## config.mk

```make
export PLATFORM = sky130hd
export DESIGN_NAME = stream_framer
export DESIGN_NICKNAME = d
export VERILOG_FILES = /design/src/rtl/stream_framer_pkg.sv /design/src/rtl/stream_framer_packer.sv /design/src/rtl/stream_framer.sv
export SDC_FILE = /design/constraint.sdc
export NUM_CORES = 1
export LEC_CHECK = 0
export BUFFER_PORTS_ARGS = -buffer_cell sky130_fd_sc_hd__buf_4
export CORE_MARGIN = 5
export CORE_UTILIZATION = 40
export DETAILED_ROUTE_END_ITERATION = 10
export GPL_TIMING_DRIVEN = 0
export HOLD_SLACK_MARGIN = 0.06
export SYNTH_ARGS = -nofsm -noshare
export SYNTH_HDL_FRONTEND = slang
export SYNTH_HIERARCHICAL = 1
export SYNTH_SLANG_ARGS = --single-unit
```

## constraint.sdc

```tcl
create_clock -name clk_i -period 3.1 [get_ports clk_i]
set_clock_uncertainty 0.1 [all_clocks]
set_input_delay 0.62 -clock clk_i [delete_from_list [all_inputs] [get_ports clk_i]]
set_output_delay 0.62 -clock clk_i [all_outputs]
set_load 0.03 [all_outputs]
```

## src/rtl/stream_framer_pkg.sv

```systemverilog
// Shared state type, default framing constants and sizing helper for stream_framer.
// STREAM_FRAMER_CHECKSUM_EN adds the csum_s state to the enum.
package stream_framer_pkg;

    typedef enum logic [2:0] {
        idle_s,
        hdr_sync_s,
        hdr_seq_s,
        payload_s,
`ifdef STREAM_FRAMER_CHECKSUM_EN
        csum_s,
`endif
        tail_0_s,
        tail_1_s
    } stream_framer_state_e;

    localparam logic [7:0] sync_word_default_c   = 8'hA5;
    localparam logic [7:0] tail_word_0_default_c = 8'h0D;
    localparam logic [7:0] tail_word_1_default_c = 8'h0A;

    // Number of packed words needed to carry len elements (ceiling division).
    function automatic int words_for_len(input int len, input int packed_num);
        return (len + packed_num - 1) / packed_num;
    endfunction

endpackage

```

## src/rtl/stream_framer_packer.sv

```systemverilog
// Packs unpacked elements into packed words, lowest element in the LSBs.
// flush_i emits a zero-padded partial word; a flush on an empty packer emits nothing.
module stream_framer_packer #(
    parameter int unpacked_width_p = 1,
    parameter int packed_num_p     = 8,
    parameter int packed_width_p   = unpacked_width_p * packed_num_p
) (
    input  logic                        clk_i,
    input  logic                        reset_i,
    input  logic                        valid_i,
    output logic                        ready_o,
    input  logic [unpacked_width_p-1:0] unpacked_i,
    input  logic                        flush_i,
    output logic                        valid_o,
    input  logic                        ready_i,
    output logic [packed_width_p-1:0]   data_o
);

    localparam int cnt_w_lp = $clog2(packed_num_p + 1);
    localparam logic [cnt_w_lp-1:0] last_cnt_lp = cnt_w_lp'(packed_num_p - 1);

    logic [packed_width_p-1:0] acc_r;
    logic [packed_width_p-1:0] acc_next;
    logic [cnt_w_lp-1:0]       cnt_r;
    logic                      flush_pend_r;
    logic                      out_free;
    logic                      in_fire;
    logic                      word_full;
    logic                      flush_req;
    logic                      flush_go;

    // The output slot frees up in the same cycle it is consumed, so a full word
    // can be loaded behind a word that is leaving without a bubble.
    assign out_free  = !valid_o || ready_i;
    assign ready_o   = out_free && !flush_pend_r;
    assign in_fire   = valid_i && ready_o;
    assign word_full = in_fire && (cnt_r == last_cnt_lp);
    assign flush_req = flush_i || flush_pend_r;
    assign flush_go  = flush_req && out_free && !in_fire && (cnt_r != '0);

    // NOTE: every variable written in always_comb gets a default first; a path
    // that leaves it unassigned would infer a latch.
    always_comb begin
        acc_next = acc_r;
        if (in_fire) begin
            acc_next[int'(cnt_r) * unpacked_width_p +: unpacked_width_p] = unpacked_i;
        end
    end

    // NOTE: sequential state uses non-blocking assignments only, so every
    // register samples the pre-edge values regardless of statement order.
    always_ff @(posedge clk_i or posedge reset_i) begin
        if (reset_i) begin
            acc_r        <= '0;
            cnt_r        <= '0;
            flush_pend_r <= 1'b0;
            valid_o      <= 1'b0;
            data_o       <= '0;
        end else begin
            if (valid_o && ready_i) begin
                valid_o <= 1'b0;
            end
            if (word_full) begin
                data_o  <= acc_next;
                valid_o <= 1'b1;
                acc_r   <= '0;
                cnt_r   <= '0;
            end else if (flush_go) begin
                data_o  <= acc_r;
                valid_o <= 1'b1;
                acc_r   <= '0;
                cnt_r   <= '0;
            end else if (in_fire) begin
                acc_r <= acc_next;
                cnt_r <= cnt_r + 1'b1;
            end
            // A flush that cannot go yet waits; one on an empty packer is dropped.
            flush_pend_r <= flush_req && !flush_go && ((cnt_r != '0) || in_fire);
        end
    end

endmodule

```

## src/rtl/stream_framer.sv

```systemverilog
// Wraps packed payload words in a sync/sequence header and a two-word tail.
// Optional macro STREAM_FRAMER_CHECKSUM_EN inserts a payload checksum word before the tail.
module stream_framer
    import stream_framer_pkg::*;
#(
    parameter int         unpacked_width_p = 1,
    parameter int         packed_num_p     = 8,
    parameter int         packed_width_p   = unpacked_width_p * packed_num_p,
    parameter int         max_len_elems_p  = 8192,
    parameter logic [7:0] sync_word_p      = sync_word_default_c,
    parameter logic [7:0] tail_word_0_p    = tail_word_0_default_c,
    parameter logic [7:0] tail_word_1_p    = tail_word_1_default_c
) (
    input  logic                                   clk_i,
    input  logic                                   reset_i,
    input  logic [$clog2(max_len_elems_p+1)-1:0]   len_i,
    input  logic                                   valid_i,
    output logic                                   ready_o,
    input  logic [unpacked_width_p-1:0]            unpacked_i,
    output logic                                   valid_o,
    input  logic                                   ready_i,
    output logic [packed_width_p-1:0]              data_o,
    output logic [packed_width_p-1:0]              seq_o,
    output logic                                   busy_o
);

    localparam int len_w_lp = $clog2(max_len_elems_p + 1);
    localparam logic [len_w_lp-1:0]       max_len_lp = len_w_lp'(max_len_elems_p);
    localparam logic [packed_width_p-1:0] sync_lp    = packed_width_p'(sync_word_p);
    localparam logic [packed_width_p-1:0] tail_0_lp  = packed_width_p'(tail_word_0_p);
    localparam logic [packed_width_p-1:0] tail_1_lp  = packed_width_p'(tail_word_1_p);
`ifdef STREAM_FRAMER_CHECKSUM_EN
    localparam stream_framer_state_e after_payload_lp = csum_s;
`else
    localparam stream_framer_state_e after_payload_lp = tail_0_s;
`endif

    stream_framer_state_e      state_r;
    logic [len_w_lp-1:0]       len_r;
    logic [len_w_lp-1:0]       exp_words_r;
    logic [len_w_lp-1:0]       in_cnt_r;
    logic [len_w_lp-1:0]       out_cnt_r;
    logic [len_w_lp-1:0]       len_clamped;
    logic [packed_width_p-1:0] seq_r;
    logic                      flush_r;
`ifdef STREAM_FRAMER_CHECKSUM_EN
    logic [packed_width_p-1:0] csum_r;
`endif

    logic                      in_open;
    logic                      in_fire;
    logic                      out_fire;
    logic                      pk_valid_i;
    logic                      pk_ready_o;
    logic                      pk_valid_o;
    logic                      pk_ready_i;
    logic [packed_width_p-1:0] pk_data_o;

    assign len_clamped = (len_i > max_len_lp) ? max_len_lp : len_i;
    assign in_open     = (state_r == payload_s) && (in_cnt_r < len_r);
    assign pk_valid_i  = valid_i && in_open;
    assign pk_ready_i  = ready_i && (state_r == payload_s);
    assign ready_o     = pk_ready_o && in_open;
    assign in_fire     = valid_i && ready_o;
    assign out_fire    = valid_o && ready_i;
    assign busy_o      = (state_r != idle_s);
    assign seq_o       = seq_r;

    stream_framer_packer #(
        .unpacked_width_p (unpacked_width_p),
        .packed_num_p     (packed_num_p),
        .packed_width_p   (packed_width_p)
    ) u_packer (
        .clk_i      (clk_i),
        .reset_i    (reset_i),
        .valid_i    (pk_valid_i),
        .ready_o    (pk_ready_o),
        .unpacked_i (unpacked_i),
        .flush_i    (flush_r),
        .valid_o    (pk_valid_o),
        .ready_i    (pk_ready_i),
        .data_o     (pk_data_o)
    );

    // Output words are decoded from registered state or taken from the packer's
    // output register, so they stay stable while the downstream stalls.
    always_comb begin
        valid_o = 1'b0;
        data_o  = '0;
        unique case (state_r)
            hdr_sync_s: begin
                valid_o = 1'b1;
                data_o  = sync_lp;
            end
            hdr_seq_s: begin
                valid_o = 1'b1;
                data_o  = seq_r;
            end
            payload_s: begin
                valid_o = pk_valid_o;
                data_o  = pk_data_o;
            end
`ifdef STREAM_FRAMER_CHECKSUM_EN
            csum_s: begin
                valid_o = 1'b1;
                data_o  = csum_r;
            end
`endif
            tail_0_s: begin
                valid_o = 1'b1;
                data_o  = tail_0_lp;
            end
            tail_1_s: begin
                valid_o = 1'b1;
                data_o  = tail_1_lp;
            end
            default: begin
                valid_o = 1'b0;
                data_o  = '0;
            end
        endcase
    end

    always_ff @(posedge clk_i or posedge reset_i) begin
        if (reset_i) begin
            state_r     <= idle_s;
            len_r       <= '0;
            exp_words_r <= '0;
            in_cnt_r    <= '0;
            out_cnt_r   <= '0;
            seq_r       <= '0;
            flush_r     <= 1'b0;
`ifdef STREAM_FRAMER_CHECKSUM_EN
            csum_r      <= '0;
`endif
        end else begin
            // The last element has been accepted; push out any partial word.
            flush_r <= in_fire && (in_cnt_r == len_r - 1'b1);
            if (in_fire) begin
                in_cnt_r <= in_cnt_r + 1'b1;
            end

            unique case (state_r)
                idle_s: begin
                    if (valid_i) begin
                        len_r       <= len_clamped;
                        exp_words_r <= len_w_lp'(words_for_len(int'(len_clamped), packed_num_p));
                        state_r     <= hdr_sync_s;
`ifdef STREAM_FRAMER_CHECKSUM_EN
                        csum_r      <= '0;
`endif
                    end
                end
                hdr_sync_s: begin
                    if (out_fire) state_r <= hdr_seq_s;
                end
                hdr_seq_s: begin
                    if (out_fire) state_r <= (len_r == '0) ? after_payload_lp : payload_s;
                end
                payload_s: begin
                    if (out_fire) begin
                        out_cnt_r <= out_cnt_r + 1'b1;
`ifdef STREAM_FRAMER_CHECKSUM_EN
                        csum_r    <= csum_r + pk_data_o;
`endif
                        if (out_cnt_r == exp_words_r - 1'b1) state_r <= after_payload_lp;
                    end
                end
`ifdef STREAM_FRAMER_CHECKSUM_EN
                csum_s: begin
                    if (out_fire) state_r <= tail_0_s;
                end
`endif
                tail_0_s: begin
                    if (out_fire) state_r <= tail_1_s;
                end
                tail_1_s: begin
                    if (out_fire) begin
                        seq_r       <= seq_r + 1'b1;
                        in_cnt_r    <= '0;
                        out_cnt_r   <= '0;
                        len_r       <= '0;
                        exp_words_r <= '0;
                        state_r     <= idle_s;
                    end
                end
                default: state_r <= idle_s;
            endcase
        end
    end

endmodule

```

==> reports/results.ini <==
[sta]
drv_slew = 0
hold_viol_final = 0
setup_ws_ps = -110
finalSetupViolCount = 6
min_period_ps = 3210
rsz0062_at_grt = true
fmax_mhz = 312
relSlewSlack_pct = 42.5
whs_ps = 358
period_share_pct = 104
totalNegativeSetupSlack_ps = -267
worstMarginPinSlew_ps = 861

[power]
p_sw_mw = 3.40
swShare_pct = 46.5
p_int_mw = 3.92
seqPwrFrac_pct = 25.0
ir_drop_v = 0.000609
pwr-share-comb_pct = 60.8
p_clk_share_pct = 14.2
power_mw = 7.33
powerDensity_nw_per_um2 = 1040
leakagePower_nw = 3.11

[cells_and_area]
drive_gt1_share_pct = 18.0
area_growth_pct = 19.7
postLayoutCellArea_um2 = 7050
final_core_util_pct = 48.7
num_antenna_cells = 0
final_cells = 910
fin_nets = 762

[drt]
drt_iter0_drc = 417
antenna_left = 0
wirelength_mm = 15.7
viasPerCell = 5.74
wl_per_cell_um = 17.3
via_count = 5221
drc = 0
drtPass1Iterations = 5

[setup_path]
ff2ff_path_depth = 12
r2r_slack_ps = -110
worst_setup_path_end_kind = flip-flop
path_class = flip-flop to flip-flop
r2r-end = u_packer/data_o[1]$_DFFE_PP0P_
r2r_start = len_r[1]$_DFFE_PP0P_
critical_path.max_fanout = 3
start_kind = flip-flop
critPathArrivalTime_ps = 3360
cp.required_ps = 3250

[yosys]
synth_cells = 654
muxShareOfSynthArea_pct = 1.19
ys_seq_elements = 88
yosysWarnings = 6
syn_area_um2 = 5890
synth-edff-count = 0
syn_nets = 695
synth-main-ff-cell = dfrtp_1
ys_types = 80
synth_fa_ha_area_share_pct = 4.67
synth_top_family_by_area = simple AND/OR/NAND/NOR gates
synthArstFlopShare_pct = 100
synth_compound_gate_area_share_pct = 18.0
ys_seq_area_share_pct = 37.4
synth.avg_cell_area_um2 = 9.01
yosys.area_share.xor_xnor_pct = 10.3
synthSimpleGateAreaFrac_pct = 24.8

[grt]
grt_pass1_wl_mm = 26.2
grtUsageTotal_pct = 18.1
grt_pass1_vias = 5064
grt_max_degree = 67
grt_overflow = 0
antenna_found_initial = 0

[die]
die_area_um2 = 17300
start_util_pct = 40.7
fp-row-count = 44
die_x_um = 131
design.core.area_um2 = 14500
fp.dieH_um = 131
io_pins = 38

[status]
violations = negative setup slack
status = complete, but fails checks

[clock_network]
clockBufferDepth = 2
htree_levels = 3
clock_latency_ps = 350
cts-hold-fix-buffers = 0
cts_tree = yes
numCtsBuffers = 9
path_clk_slew_ps = 70
cts-root-buf = clkbuf_16
numClockSinks = 88

[placed_design]
place_hpwl_mm = 11.5
placed_cell_area_um2 = 6410
placed_cells = 875
pre_cts_slack_ps = -575
io_buffers = 37
gp_congestion = 0.879

[run]
maxCapViolCount = 0

[worst_hold_path]
hold_class = primary input to async pin

## metal layers
metal / up-vias / GRT usage [%] / wire, µm
li1: 2518 / - / -
met1: 2520 / 24.0 / 7240
met2: 154 / 29.8 / 7430
met3: 29 / 3.98 / 758
met4: 0 / 5.60 / 316
met5: - / 0 / 0
## logic make-up (layout without fill, tap and decap cells)
family,Yosys count,count (layout)
flip-flops,88,88
adder cells (fa/ha/maj),22,22
AND/OR/NAND/NOR,269,269
XOR/XNOR,69,69
AO/OA/AOI/OAI,146,146
multiplexers,7,7
buffers and inverters,53,125
## cells in the final DEF (no fill, tap or decap), types with 13 or more instances in the layout
cell type / netlist / routed
and3_1: 16 / 13
nor3_1: 18 / 17
buf_4: 0 / 55
a22o_1: 24 / 24
inv_1: 30 / 27
nor2_1: 54 / 54
o21ai_0: 22 / 22
ha_1: 22 / 19
xnor2_1: 37 / 37
clkbuf_1: 15 / 14
nand3_1: 22 / 21
nand2_1: 62 / 61
a21oi_1: 30 / 25
dfrtp_1: 88 / 85
nand4_1: 16 / 16
xor2_1: 32 / 32
## worst max-delay path, cell delays in order (launching register included)
cell and delay [ps]:
dfrtp_1 400, inv_2 80, ha_4 190, nor2b_4 110
o211ai_1 200, a21oi_2 100, o2111ai_2 270, and3_4 260
nand2b_4 60, or3_4 360, or4_4 510, o32a_1 350
o31a_1 100
## what timing repair did
item | in CTS | in global routing
gates cloned | 0 | 0
setup buffers | 13 | 8
resized for setup | 24 | 21
endpoints found under the setup margin | 17 | 15
pin swaps | 6 | 17
## cell usage after synthesis, types with 3 or more instances
library cell / number / share of area (%)
a31oi_1: 5 / 0.53
o21ai_1: 6 / 0.51
mux2i_1: 7 / 1.2
nand4_1: 16 / 1.7
clkbuf_1: 15 / 0.96
nand3_1: 22 / 1.9
o32ai_1: 3 / 0.45
nor2_1: 54 / 3.4
nand2b_1: 8 / 0.85
nor4_1: 15 / 1.6
buf_2: 4 / 0.34
o211ai_1: 4 / 0.51
nand2_1: 62 / 4.0
and3_1: 16 / 1.7
inv_1: 30 / 1.9
and2_1: 4 / 0.42
a32o_1: 3 / 0.51
xor2_1: 32 / 4.8
o31ai_1: 12 / 1.5
nor3_1: 18 / 1.5
a21oi_1: 30 / 2.5
or4_1: 8 / 1.0
or3_1: 7 / 0.74
o21ai_0: 22 / 1.9
nor2b_1: 9 / 0.96
xnor2_1: 37 / 5.5
o31a_1: 4 / 0.59
a211o_1: 3 / 0.45
ha_1: 22 / 4.7
a22o_1: 24 / 3.6
a21o_1: 5 / 0.64
dfrtp_1: 88 / 37
## layout make-up
cell class | instances | area, µm²
Clock inverter | 4 | 30.0
Tap cell | 184 | 230
Buffer | 22 | 123
Sequential cell | 88 | 2210
Inverter | 30 | 115
Fill cell | 1361 | 7430
Multi-Input combinational cell | 513 | 3660
Timing Repair Buffer | 57 | 435
Clock buffer | 12 | 246
## power groups by stage
stage | Combinational (mW) | Clock (mW) | Sequential (mW)
after floorplan | 2.99 | 0 | 1.75
after global placement | 3.76 | 0 | 1.84
after detailed placement | 3.87 | 0 | 1.86
after CTS | 4.19 | 1.06 | 1.82
after global routing | 4.90 | 1.11 | 1.88
final | 4.45 | 1.04 | 1.83
## worst max path at each step
stage,from,to,slack (ps)
3_5_place_dp,in_cnt_r[1]$_DFF_PP0_,u_packer/data_o[6]$_DFFE_PP0P_,-580
6_report,len_r[1]$_DFFE_PP0P_,u_packer/data_o[1]$_DFFE_PP0P_,-110
3_3_place_gp,in_cnt_r[1]$_DFF_PP0_,u_packer/data_o[6]$_DFFE_PP0P_,-530
5_1_grt,len_r[1]$_DFFE_PP0P_,u_packer/acc_r[2]$_DFFE_PP0P_,-220
4_1_cts,len_r[1]$_DFFE_PP0P_,u_packer/data_o[1]$_DFFE_PP0P_,-70
2_1_floorplan,in_cnt_r[1]$_DFF_PP0_,u_packer/data_o[1]$_DFFE_PP0P_,-160
## flip-flops by register name, indices dropped and copies added, names as in the netlist
name and flops:
exp_words_r 12, flush_r 1, in_cnt_r 14, len_r 14
out_cnt_r 14, seq_o 8, state_r 3, u_packer/acc_r 8
u_packer/cnt_r 4, u_packer/data_o 8, u_packer/flush_pend_r 1, u_packer/valid_o 1
Power figures use the tool's default switching activity.
